`config.mk`:
```
export PLATFORM = sky130hd
export DESIGN_NAME = spi_sine_responder
export DESIGN_NICKNAME = d
export VERILOG_FILES = /design/src/rtl/spi_sine_responder.sv
export SDC_FILE = /design/constraint.sdc
export NUM_CORES = 1
export LEC_CHECK = 0
export BUFFER_PORTS_ARGS = -buffer_cell sky130_fd_sc_hd__buf_2
export CORE_ASPECT_RATIO = 1.5
export CORE_MARGIN = 2
export CORE_UTILIZATION = 52
export DETAILED_ROUTE_END_ITERATION = 7
export PLACE_DENSITY = 0.74
export SLEW_MARGIN = 20
export SYNTH_ARGS = -nofsm -noshare
export SYNTH_HDL_FRONTEND = slang
export SYNTH_SLANG_ARGS = --single-unit
```
`constraint.sdc`:
```
create_clock -name clk -period 1.94 [get_ports clk]
set_input_delay 0.097 -clock clk [delete_from_list [all_inputs] [get_ports clk]]
set_output_delay 0.097 -clock clk [all_outputs]
set_load 0.05 [all_outputs]
```
`src/rtl/spi_sine_responder.sv`:
```
`default_nettype none
`timescale 1ns/1ps
// +--------------------------------------------------------------------------+
// | spi_sine_responder                                                       |
// | SPI mode-0 slave that shifts one buffered word per CS-low frame.         |
// | Rev 1.0                                                                  |
// +--------------------------------------------------------------------------+
module spi_sine_responder #(
   parameter int unsigned          WORD_W      = 16,
   parameter logic [WORD_W-1:0]    NODATA_WORD = 16'hFFFF,
   parameter int unsigned          SYNC_STAGES = 2
) (
   input  logic              clk,
   input  logic              reset,
   input  logic              spi_clk,
   input  logic              cs,
   output logic              miso,
   input  logic [WORD_W-1:0] word_in,
   input  logic              word_valid,
   output logic              word_ready,
   output logic              busy,
   output logic              done,
   output logic              abort,
   output logic              underrun
);

   localparam int unsigned          c_cnt_w    = $clog2(WORD_W + 1);
   localparam logic [c_cnt_w-1:0]   c_last_bit = c_cnt_w'(WORD_W - 1);

   typedef enum logic [1:0] {
      ST_IDLE    = 2'd0,
      ST_SHIFT   = 2'd1,
      ST_WAIT_CS = 2'd2
   } state_t;

   state_t                   r_state;
   logic [SYNC_STAGES-1:0]   r_sclk_sync;
   logic [SYNC_STAGES-1:0]   r_cs_sync;
   logic [SYNC_STAGES-1:0]   r_fill;
   logic                     r_sclk_prev;
   logic                     r_cs_prev;
   logic                     r_armed;
   logic [WORD_W-1:0]        r_shift;
   logic [c_cnt_w-1:0]       r_cnt;
   logic [WORD_W-1:0]        r_buf;
   logic                     r_buf_valid;
   logic                     r_from_buf;
   logic                     r_miso;
   logic                     r_busy;
   logic                     r_done;
   logic                     r_abort;
   logic                     r_underrun;

   logic w_sclk_s, w_cs_s;
   logic w_sclk_rise, w_sclk_fall, w_cs_rise, w_cs_fall;
   logic w_clr, w_buf_has, w_accept;

   assign w_sclk_s    = r_sclk_sync[SYNC_STAGES-1];
   assign w_cs_s      = r_cs_sync[SYNC_STAGES-1];
   assign w_sclk_rise = w_sclk_s & ~r_sclk_prev;
   assign w_sclk_fall = ~w_sclk_s & r_sclk_prev;
   assign w_cs_rise   = w_cs_s & ~r_cs_prev;
   // A start needs a genuine high-to-low CS seen after reset, not the reset value.
   assign w_cs_fall   = ~w_cs_s & r_cs_prev & r_armed;

   // The buffer empties the cycle after done, so ready stays low while done is high.
   assign w_clr       = r_done & r_from_buf;
   assign w_buf_has   = r_buf_valid & ~w_clr;
   assign w_accept    = word_valid & ~r_buf_valid;

   always_ff @(posedge clk or negedge reset) begin
      if (!reset) begin
         r_state     <= ST_IDLE;
         r_sclk_sync <= '0;
         r_cs_sync   <= '1;
         r_fill      <= '0;
         r_sclk_prev <= 1'b0;
         r_cs_prev   <= 1'b1;
         r_armed     <= 1'b0;
         r_shift     <= NODATA_WORD;
         r_cnt       <= '0;
         r_buf       <= '0;
         r_buf_valid <= 1'b0;
         r_from_buf  <= 1'b0;
         r_miso      <= 1'b1;
         r_busy      <= 1'b0;
         r_done      <= 1'b0;
         r_abort     <= 1'b0;
         r_underrun  <= 1'b0;
      end else begin
         r_sclk_sync[0] <= spi_clk;
         r_cs_sync[0]   <= cs;
         r_fill[0]      <= 1'b1;
         for (int i = 1; i < SYNC_STAGES; i++) begin
            r_sclk_sync[i] <= r_sclk_sync[i-1];
            r_cs_sync[i]   <= r_cs_sync[i-1];
            r_fill[i]      <= r_fill[i-1];
         end
         r_sclk_prev <= w_sclk_s;
         r_cs_prev   <= w_cs_s;
         if (r_fill[SYNC_STAGES-1] && w_cs_s)
            r_armed <= 1'b1;

         r_done     <= 1'b0;
         r_abort    <= 1'b0;
         r_underrun <= 1'b0;

         if (w_clr)
            r_buf_valid <= 1'b0;
         if (w_accept) begin
            r_buf       <= word_in;
            r_buf_valid <= 1'b1;
         end

         case (r_state)
            ST_IDLE: begin
               if (w_cs_fall) begin
                  r_state <= ST_SHIFT;
                  r_busy  <= 1'b1;
                  r_cnt   <= '0;
                  if (w_buf_has) begin
                     r_shift    <= r_buf;
                     r_miso     <= r_buf[WORD_W-1];
                     r_from_buf <= 1'b1;
                  end else if (w_accept) begin
                     // Word arriving on the start edge goes straight out and stays buffered.
                     r_shift    <= word_in;
                     r_miso     <= word_in[WORD_W-1];
                     r_from_buf <= 1'b1;
                  end else begin
                     r_shift    <= NODATA_WORD;
                     r_miso     <= NODATA_WORD[WORD_W-1];
                     r_from_buf <= 1'b0;
                     r_underrun <= 1'b1;
                  end
               end
            end
            ST_SHIFT: begin
               if (w_cs_rise) begin
                  r_state <= ST_IDLE;
                  r_busy  <= 1'b0;
                  r_miso  <= 1'b1;
                  r_abort <= 1'b1;
               end else if (w_sclk_rise) begin
                  r_cnt <= r_cnt + 1'b1;
                  if (r_cnt == c_last_bit)
                     r_state <= ST_WAIT_CS;
               end else if (w_sclk_fall) begin
                  r_shift <= {r_shift[WORD_W-2:0], 1'b0};
                  r_miso  <= r_shift[WORD_W-2];
               end
            end
            ST_WAIT_CS: begin
               if (w_cs_rise) begin
                  r_state <= ST_IDLE;
                  r_busy  <= 1'b0;
                  r_miso  <= 1'b1;
                  r_done  <= 1'b1;
               end
            end
            default: r_state <= ST_IDLE;
         endcase
      end
   end

   assign miso       = r_miso;
   assign busy       = r_busy;
   assign done       = r_done;
   assign abort      = r_abort;
   assign underrun   = r_underrun;
   assign word_ready = ~r_buf_valid;

endmodule
`default_nettype wire
```
* Word level (Yosys, flattened, before mapping)
Index checks and enable logic that the tools add are counted.
** Operators by class
- $add $sub $neg :: 1
- Equality and inequality tests :: 14
- Mux-type cells :: 39
- Bitwise gates (word level) :: 14
- Reductions and logical operators :: 13
** Operators by type and width (number)
- two-way mux 15 bit :: 6
- case mux 15 bit (2 select lines) :: 1
- two-way mux 1 bit :: 20
- two-way mux 5 bit :: 3
- != test 2 bit, second input constant :: 6
- != test 3 bit, second input constant :: 4
- two-way mux 2 bit :: 5
- case mux 5 bit (2 select lines) :: 1
- AND reduction 5 bit :: 2
- AND 1 bit :: 8
- AND reduction 4 bit :: 2
- NOT 1 bit :: 6
- case mux 2 bit (3 select lines) :: 1
- nonzero test 2 bit :: 3
- adder 5 x 1 -> 5 bit, second input constant :: 1
- == test 5 x 4 -> 1 bit, second input constant :: 1
- case mux 1 bit (3 select lines) :: 1
- AND reduction 3 bit :: 1
- nonzero test 3 bit :: 1
- == test 2 x 1 -> 1 bit, second input constant :: 1
- == test 2 bit, second input constant :: 1
- logical NOT 2 bit :: 1
- != test 2 x 1 -> 1 bit, second input constant :: 1
- case mux 1 bit (2 select lines) :: 1
- other kinds (3) :: 3
** Storage, ports and cells
- Register bits after elaboration :: 54
- Bits of input ports :: 21
- Output and inout port bits :: 6
- Word-level logic and storage cells :: 98

* Logic depth before layout (Yosys ltp)
- Depth after elaboration :: 6
- Mapped depth :: 8
- Mapped depth without buffers :: 7

* Worst setup path before layout
Ideal clock, no wire load.
- Path type :: register -> register
- From :: register r_state[0]
- To :: register r_shift[10]
- Library setup time :: 0.082 ns
- Arrival time :: 1.772 ns
- Data required time :: 1.858 ns
- Path slack :: 0.085 ns
- Cell stages (with the launch flop) :: 9
- Buffers on the path :: 2
- Clock period less this slack :: 1.855 ns
- Cells stage by stage :: dfrtp_1 inv_1 ha_1 inv_2 or2_1 buf_6 a22o_4 buf_6 mux2_4
** On the way
- Longest elaborated chain between the ends :: 3
- Elaborated cells on any way between the ends :: 9
- Those cells by class :: 5 x eq/ne; 1 x mux; 3 x reduce/logical
** Ends and longest elaborated chain
- from (decl) :: line 36 : state_t r_state;
- from (signal assigned) :: line 73 : r_state <= ST_IDLE;
- from (signal assigned) :: line 118 : r_state <= ST_SHIFT;
- from (signal assigned) :: line 140 : r_state <= ST_IDLE;
- == test 2 x 1 -> 1 bit / logical NOT 2 bit (equally long branches) :: line 115 : case (r_state)
- != test 2 bit (no line) / nonzero test 2 bit (equally long branches)
- AND reduction 5 bit (no line)
- to (signal assigned) :: line 122 : r_shift <= r_buf;
- to (signal assigned) :: line 127 : r_shift <= word_in;
- to (signal assigned) :: line 149 : r_shift <= {r_shift[WORD_W-2:0], 1'b0};
- to (decl) :: line 43 : logic [WORD_W-1:0] r_shift;
Parallel ways exist; a longest one is shown, timed or not.
A chain may end at the register's enable or synchronous reset.

* Final worst setup path
- From :: register r_state[0]
- To :: register r_shift[2]
Same word-level chain as after synthesis.

==> flow_summary.ini <==
[placement]
gp_congestion = 0.7775
hpwlAfterDp_um = 3113
io_buffer_count = 26

[sta]
min_period_over_period_pct = 93.03
setup_viol = 0
rsz0062_at_grt = no
max_freq_mhz = 554.1
hold_viol = 0
fin_worst_skew_ps = 7.668
drv_slew = 0
relSlewSlack_pct = 59.91
tightest_slew_ps = 601.3
fin_tns_setup_ps = 0
min_period_ps = 1805

[worst_setup_path]
cp_cell_sequence = inv_1, ha_2, inv_2, or2_1, a22o_4, mux2_1
crit_type = reg -> reg
cp_max_fo = 15
cp.depth = 6
critPathRequiredTime_ps = 2180
ff2ff_path_depth = 6
end_kind = flop
crit_family = flip-flops
critical_path_arrival_ps = 2050
slowest_delay_ps = 410
cp-start-kind = flop
cpMaxStageDelayCell = dfrtp_1
cp_num_buf_inv = 2

[synth]
yosysUniqueCellTypes = 39
synthFlopType = dfrtp_1
syn-num-nets = 240
yosysWarnings = 0
netlist_area_um2 = 2511
ys_seq_area_share_pct = 54.76
synth_edf_count = 0
synthCells = 214
synth.avg_cell_area_um2 = 11.73
synthArstFlopShare_pct = 100.0
ys_ff_latch = 54

[global_routing]
grt_overflow = 0
grt_max_degree = 39
grt.total_usage_pct = 19.72
antenna_found_initial = 0
grt_pass1_wl_um = 7893
grt_pass1_vias = 1735

[routing]
vias = 1692
drc = 0
ant_nets = 0
drt-total-wl_um = 4570
wl_per_cell_um = 14.84
drt-initial-drc-count = 19
viasPerCell = 5.494
dr.pass1.iters = 4

[floorplan]
die_x_um = 60.74
std_cell_rows = 31
die_area_um2 = 5413
initial_core_util_pct = 53.07
fp.coreArea_um2 = 4732
die_h_um = 89.11
ios = 27

[cells_and_area]
fin_util_pct = 60.60
fillers = 433
final_layout_size_suffix_gt1_share_pct = 37.60
diodes = 0
final_cell_mix = dfrtp_1 (35), buf_2 (26), o21ai_0 (21)
fin_nets = 267
syn2layout_area_growth_pct = 14.20
final_common_cell = dfrtp_1

[clocking]
clockBufferDepth = 2
cts_tree = built
cts_made_buffers = 5
clk_latency_ps = 310
cts_root_buf = clkbuf_8
cts_sinks = 54
clk_pin_slew_ps = 100
h-tree-depth = 2

[power_and_ir_drop]
power.density_nw_per_um2 = 1092
power_mw = 3.131
vdd_drop_max_mv = 0.5475
seqPwrFrac_pct = 48.3
clockPowerShare_pct = 24.0
p_leak_nw = 1.297
p_switching_mw = 0.9401
swShare_pct = 30.03
internal-power_mw = 2.190
pwr-share-comb_pct = 27.7

[worst_hold_path]
hp-class = in -> reg
hold_depth = 2

[outcome]
status = completed

[job]
cap_violations = 0
-- worst reg2reg max path: cells and delay by family (launching register included) --
| family | cells | cell delay (ps) |
|---|---|---|
| adder cells (fa/ha/maj) | 1 | 240 |
| multiplexers | 1 | 350 |
| flip-flops | 1 | 410 |
| AND/OR/NAND/NOR | 1 | 250 |
| AO/OA/AOI/OAI | 1 | 330 |
| buffers and inverters | 2 | 170 |
-- cell families after synthesis --
family	share of synthesized area (%)
AOI/OAI and AO/OA	13.75
adders and majority gates	2.491
buffers and inverters	3.487
DFF	54.76
muxes	16.04
other	0.1493
and+or+nand+nor	9.317
-- synth_stat cells, types with 5 or more instances --
cell / n / share of area, %
dfrtp_1: 35 / 35
o21ai_0: 21 / 4.2
mux2_2: 20 / 9.0
nand2_1: 20 / 3.0
dfstp_2: 19 / 20
o22ai_1: 16 / 4.0
clkbuf_1: 9 / 1.3
mux2_4: 9 / 5.4
nor2_1: 6 / 0.90
ha_1: 5 / 2.5
inv_1: 5 / 0.75
nand3_1: 5 / 1.0
-- stage by stage --
stage	hold WS, ps	std cells	setup slack [ps]	area (µm²)
2_1_floorplan	-198.6	214	85.38	2511
3_3_place_gp	127.0	297	184.6	2726
3_5_place_dp	141.3	297	103.0	2726
4_1_cts	20.63	308	84.59	2865
5_1_grt	31.35	308	17.53	2868
6_report	27.06	308	135.2	2868
-- routing by layer --
metal / global-route usage, % / routed length [µm] / up-vias
met1: 23.89 / 1939 / 836
met2: 32.75 / 2391 / 32
met5: 0 / 0 / -
li1: - / - / 812
met4: 9.684 / 118 / 0
met3: 4.197 / 121 / 12
-- final timing paths --
check                                             from                endpoint  slack (ps)
worst max-delay path            r_state[0]$_DFFE_PN0P_  r_shift[2]$_DFFE_PN1P_         140
worst min register to register     r_fill[0]$_DFF_PN0_     r_fill[1]$_DFF_PN0_         360
min in group asynchronous                        reset      underrun$_DFF_PN0_         320
max in group asynchronous                        reset  r_shift[1]$_DFFE_PN1P_         980
worst min-delay path                        word_in[2]    r_buf[2]$_DFFE_PN0P_          30
worst max register to register  r_state[0]$_DFFE_PN0P_  r_shift[2]$_DFFE_PN1P_         140
-- power by group through the flow --
| stage | registers, mW | clock network (mW) | logic, mW |
|---|---|---|---|
| finish | 1.51 | 0.751 | 0.866 |
| global route | 1.53 | 0.808 | 0.969 |
| CTS | 1.51 | 0.770 | 0.867 |
| detailed placement | 1.53 | 0 | 0.864 |
| global placement | 1.52 | 0 | 0.831 |
| floorplan | 1.55 | 0 | 0.620 |
-- what timing repair did --
action	CTS	global route
buffers inserted	0	0
endpoints found under the hold margin	18	0
gates resized for setup	0	1
hold buffers	3	0
setup endpoints to repair	0	9
-- flip-flops by register name (all words and copies together), names as in the netlist, 2 cells and up --
signal	count
r_buf	16
r_cnt	5
r_cs_sync	2
r_fill	2
r_sclk_sync	2
r_shift	15
r_state	2
-- layout make-up --
cell class | instances | area [µm²] | area share, %
sequential | 54 | 1375 | 47.95
clock inverter | 3 | 40.04 | 1.396
tap | 66 | 82.58 | 2.880
timing repair buffer | 33 | 227.7 | 7.941
inverter | 6 | 22.52 | 0.7853
multi-input combinational | 141 | 1051 | 36.65
clock buffer | 5 | 68.82 | 2.400
Note: power is estimated with default switching activity, not from simulation.
